File: src/rtl/cdb_arbiter.sv
// Round-robin arbiter sharing two registered CDB broadcast lanes among NUM_REQ producers.
// Define CDB_ARB_STATS_EN to build the saturating deferred-result counter on conflict_cnt.
module cdb_arbiter #(
  parameter int NUM_REQ = 4,
  parameter int ROBEN_W = 5,
  parameter int DATA_W  = 32
) (
  input  logic                       clk,
  input  logic                       rst,
  input  logic                       flush,
  input  logic [NUM_REQ-1:0]         req_valid,
  input  logic [NUM_REQ*ROBEN_W-1:0] req_roben,
  input  logic [NUM_REQ*DATA_W-1:0]  req_data,
  output logic [NUM_REQ-1:0]         req_ready,
  output logic [ROBEN_W-1:0]         out_ROBEN1,
  output logic [ROBEN_W-1:0]         out_ROBEN2,
  output logic [DATA_W-1:0]          out_Write_Data1,
  output logic [DATA_W-1:0]          out_Write_Data2,
  output logic [31:0]                conflict_cnt
);

  localparam int PTR_W = (NUM_REQ > 1) ? $clog2(NUM_REQ) : 1;

  logic [NUM_REQ-1:0] buf_v;
  logic [ROBEN_W-1:0] buf_roben [NUM_REQ];
  logic [DATA_W-1:0]  buf_data  [NUM_REQ];
  logic [PTR_W-1:0]   rr_ptr;

  logic [NUM_REQ-1:0] grant;
  logic [NUM_REQ-1:0] capture;
  logic               g1_hit, g2_hit;
  logic [PTR_W-1:0]   g1_idx, g2_idx;
  logic [PTR_W-1:0]   scan;
  logic [PTR_W-1:0]   last_idx;
  logic [PTR_W-1:0]   rr_next;

  // Walk the buffers starting at rr_ptr; first two occupied ones win lanes 1 and 2.
  always_comb begin
    g1_hit = 1'b0;
    g2_hit = 1'b0;
    g1_idx = '0;
    g2_idx = '0;
    scan   = '0;
    for (int k = 0; k < NUM_REQ; k++) begin
      scan = PTR_W'((int'(rr_ptr) + k) % NUM_REQ);
      if (buf_v[scan]) begin
        if (!g1_hit) begin
          g1_hit = 1'b1;
          g1_idx = scan;
        end else if (!g2_hit) begin
          g2_hit = 1'b1;
          g2_idx = scan;
        end
      end
    end
    grant = '0;
    if (g1_hit) grant[g1_idx] = 1'b1;
    if (g2_hit) grant[g2_idx] = 1'b1;
    last_idx = g2_hit ? g2_idx : g1_idx;
    rr_next  = PTR_W'((int'(last_idx) + 1) % NUM_REQ);
  end

  assign req_ready = {NUM_REQ{~flush}} & (~buf_v | grant);

  // A zero tag means "no result", so it never occupies a buffer.
  always_comb begin
    capture = '0;
    for (int i = 0; i < NUM_REQ; i++) begin
      capture[i] = req_valid[i] & req_ready[i] &
                   (req_roben[i*ROBEN_W +: ROBEN_W] != '0);
    end
  end

  always_ff @(posedge clk or negedge rst) begin
    if (!rst) begin
      buf_v           <= '0;
      rr_ptr          <= '0;
      out_ROBEN1      <= '0;
      out_ROBEN2      <= '0;
      out_Write_Data1 <= '0;
      out_Write_Data2 <= '0;
      for (int i = 0; i < NUM_REQ; i++) begin
        buf_roben[i] <= '0;
        buf_data[i]  <= '0;
      end
    end else if (flush) begin
      buf_v           <= '0;
      out_ROBEN1      <= '0;
      out_ROBEN2      <= '0;
      out_Write_Data1 <= '0;
      out_Write_Data2 <= '0;
    end else begin
      out_ROBEN1      <= g1_hit ? buf_roben[g1_idx] : '0;
      out_Write_Data1 <= g1_hit ? buf_data[g1_idx]  : '0;
      out_ROBEN2      <= g2_hit ? buf_roben[g2_idx] : '0;
      out_Write_Data2 <= g2_hit ? buf_data[g2_idx]  : '0;
      if (g1_hit) rr_ptr <= rr_next;
      for (int i = 0; i < NUM_REQ; i++) begin
        if (capture[i]) begin
          buf_v[i]     <= 1'b1;
          buf_roben[i] <= req_roben[i*ROBEN_W +: ROBEN_W];
          buf_data[i]  <= req_data[i*DATA_W +: DATA_W];
        end else if (grant[i]) begin
          buf_v[i] <= 1'b0;
        end
      end
    end
  end

`ifdef CDB_ARB_STATS_EN
  logic [31:0] conflict_q;
  int          occ;

  always_comb begin
    occ = 0;
    for (int i = 0; i < NUM_REQ; i++) begin
      occ = occ + (buf_v[i] ? 1 : 0);
    end
  end

  // Counts cycles with a deferred result; flush deliberately does not clear it.
  always_ff @(posedge clk or negedge rst) begin
    if (!rst) begin
      conflict_q <= '0;
    end else if ((occ > 2) && (conflict_q != 32'hFFFF_FFFF)) begin
      conflict_q <= conflict_q + 32'd1;
    end
  end

  assign conflict_cnt = conflict_q;
`else
  assign conflict_cnt = '0;
`endif

endmodule

File: config.mk
export PLATFORM = sky130hd
export DESIGN_NAME = cdb_arbiter
export DESIGN_NICKNAME = d
export VERILOG_FILES = /design/src/rtl/cdb_arbiter.sv
export SDC_FILE = /design/constraint.sdc
export NUM_CORES = 1
export LEC_CHECK = 0
export CORE_ASPECT_RATIO = 1.1
export CORE_MARGIN = 2
export CORE_UTILIZATION = 46
export CTS_CLUSTER_DIAMETER = 30
export DETAILED_ROUTE_END_ITERATION = 6
export PLACE_DENSITY = 0.78
export SYNTH_ARGS = -nofsm -noshare
export SYNTH_HDL_FRONTEND = slang
export SYNTH_SLANG_ARGS = --single-unit
File: constraint.sdc
create_clock -name clk -period 3.75 [get_ports clk]
set_clock_uncertainty 0.05 [all_clocks]
set_input_delay 0.75 -clock clk [delete_from_list [all_inputs] [get_ports clk]]
set_output_delay 0.75 -clock clk [all_outputs]
set_load 0.05 [all_outputs]
==> summary.txt <==
outcome: finished, final reports clean
most frequent cells in the layout: dfrtp_1 (228), clkdlybuf4s50_1 (227), nand2_1 (157)
CP max FO: 3
drt first pass iters: 5
fin cells: 1575
port bufs: 232
Async S/R FF share, synth: 1.00
first-pass GRT wire length: 51.0 mm
Die W: 152 microns
Cell Area, Synth: 11100 sq um
via count: 8818
drc violations: 0
largest net degree at the start of global routing: 96
most used flip-flop cell after synthesis: dfrtp_1
DR WL/cell: 20.8 microns
vias in the first global route: 9124
Startpoint Class: flop
Fmax achieved: 271 MHz
initial antenna violation count: 7
share of the synthesized area in the top cell type: 0.512
GRT Util Overall: 0.254
max incr delay on CP: 560 ps
WP buf/inv: 1
Root Buffer: clkbuf_16
logic gate share of total power: 0.419
dpl cells: 1485
sequential area share after synthesis: 0.512
YS warnings: 0
GPL Wtd Cong: 0.917
Slew @ Worst Pin: 916 ps
Max-Cap Viols: 0
Synth area leader: dfrtp_1
Cell Pwr Density: 897 nW/um^2
Worst Reg-to-Reg Cells: 12
Max Slew Vio Count: 0
unrepaired setup endpoints after global routing: yes
Clock Power Share: 0.297
io pins: 265
Post-DP HPWL: 20.7 mm
CTS H-tree depth: 2
DP Worst Slack: 368 ps
die area: 25500 sq um
Via density: 5.60
synth top area cells: dfrtp_1 (51%), mux2_2 (12%), mux2i_1 (7.0%), nand2_1 (5.4%), mux2_1 (3.1%)
Initial Util: 0.470
Setup crit end kind: output pin
Yosys reg bits: 228
Psw: 5.22 mW
Worst path depth: 8
Avg Inst Size Synth: 11.2 sq um
static leakage: 6.93 nW
number of flops mapped to enable cells by yosys: 0
final wirelength: 32.7 mm
worst skew pair latency: 520 ps
Internal Pwr Total: 8.65 mW
worst hold-check path type: input pin to asynchronous set/reset pin
fin crit share: 0.984
final setup TNS: 0 ps
Crit Path Category: flop to output pin
WHS: 212 ps
Max-slew headroom: 0.389
Net count, final: 1387
row count: 59
fraction of layout instances using a drive strength above 1: 0.204
CTS buffer count: 43
Hold Vio Cnt, Final: 0
CP max stage cell: mux4_2
setup slack after layout: 61.0 ps
worst vdd ir: 543 uV
first-iteration detailed-routing DRC count: 595
CTS tree: done
most common cell after layout, fill and taps aside: dfrtp_1
crit path cell chain: mux4_2 -> ha_4 -> mux2i_2 -> a211oi_2 -> o41ai_1 -> a221oi_2 -> nor2_4 -> buf_12
Routed Antenna Nets: 0
Top delay family on crit path: multiplexers
clk buf depth: 3
area delta synth->final: 38.7%
post-synth cell types: 59
required time of the critical path: 2950 ps
Post-CTS Hold Buffers: 0
crit path DAT: 2890 ps
final setup violation count: 0
sequential share of power: 0.284
Post-Syn Instances: 991
grt total ovfl: 0
chip height: 167 microns
clock sink total: 228
sw frac: 0.376
Tmin final: 3690 ps
clk slew on worst S/H paths: 60 ps
core area: 23700 sq um
==> Yosys cell counts, types with 6 or more instances <==
master	n
nor2b_1	7
nor2_1	12
and3_1	37
nand3_1	37
buf_1	6
nand3b_1	40
buf_4	36
o21ai_0	12
o22ai_1	41
dfrtp_1	228
mux2_2	117
mux2i_1	78
a21oi_1	15
mux2_1	31
nand2_1	159
clkbuf_1	34
inv_1	8
buf_2	23
or4_1	7
==> path summary, 6_finish.rpt <==
kind	from	slack [ps]	endpoint
max	rr_ptr[1]$_DFFE_PN0P_	60	req_ready[2]
min in group clk	buf_data[22]$_DFFE_PN0P_	460	buf_data[22]$_DFFE_PN0P_
min	rst	210	buf_data[66]$_DFFE_PN0P_
max in group asynchronous	rst	2480	buf_data[23]$_DFFE_PN0P_
max reg2reg	rr_ptr[1]$_DFFE_PN0P_	370	rr_ptr[1]$_DFFE_PN0P_
min reg2reg	buf_data[22]$_DFFE_PN0P_	460	buf_data[22]$_DFFE_PN0P_
==> timing repair <==
item / CTS / global route
gates resized for setup: 2 / 16
buffers inserted: 3 / 2
endpoints found under the setup margin: 4 / 4
pin swaps: 1 / 6
==> layout make-up <==
type | instances | area, sq um
sequential | 228 | 5710
clock inverter | 25 | 384
fill | 1815 | 8240
inverter | 8 | 30.0
multi-input combinational | 684 | 5090
timing repair buffer | 265 | 2680
clock buffer | 54 | 1180
tap | 305 | 382
antenna | 6 | 15.0
==> metal layers <==
metal	track usage	up-vias	wire length (microns)
li1	-	3949	-
met1	0.322	4369	13000
met2	0.412	398	15900
met3	0.0512	102	2220
met4	0.134	0	1600
met5	0	-	0
==> cell families after synthesis <==
group | after synthesis | synth area share
other cells | 1 | 0.000337
flops | 228 | 0.512
fa+ha+maj | 3 | 0.00314
mux | 228 | 0.224
xor+xnor | 3 | 0.00236
buf+inv | 110 | 0.0538
simple gates | 322 | 0.148
compound gates | 96 | 0.0565
==> worst reg2reg max path, delay by kind of cell, from the launching register on <==
family	cells	cell delay, ps
muxes	3	940
and+or+nand+nor	1	200
DFF	1	380
adders and majority gates	1	210
AOI/OAI and AO/OA	3	480
xor gates and xnor gates	1	210
buffers and inverters	3	810
==> flip-flops by register name (all words and copies together), names as in the netlist <==
name and flops:
rr_ptr 2, buf_v 4, out_Write_Data1 32, out_ROBEN1 5
out_Write_Data2 32, out_ROBEN2 5, buf_data 128, buf_roben 20
==> stage by stage <==
stage                     power (mW)  utilization  area (sq um)
after floorplan                 7.93            -         11300
after global placement          9.40        0.580         13700
after detailed placement        9.56        0.580         13700
after CTS                       13.8        0.647         15300
after global routing            14.6        0.652         15500
final                           13.9        0.652         15500
==> power by group through the flow <==
stage               registers, mW  logic [mW]  clock network, mW
floorplan                    4.50        3.43                  0
global placement             3.92        5.48                  0
detailed placement           3.95        5.61                  0
CTS                          3.93        5.69               4.17
global route                 4.05        6.22               4.29
finish                       3.94        5.81               4.12
Power figures use the tool's default switching activity.
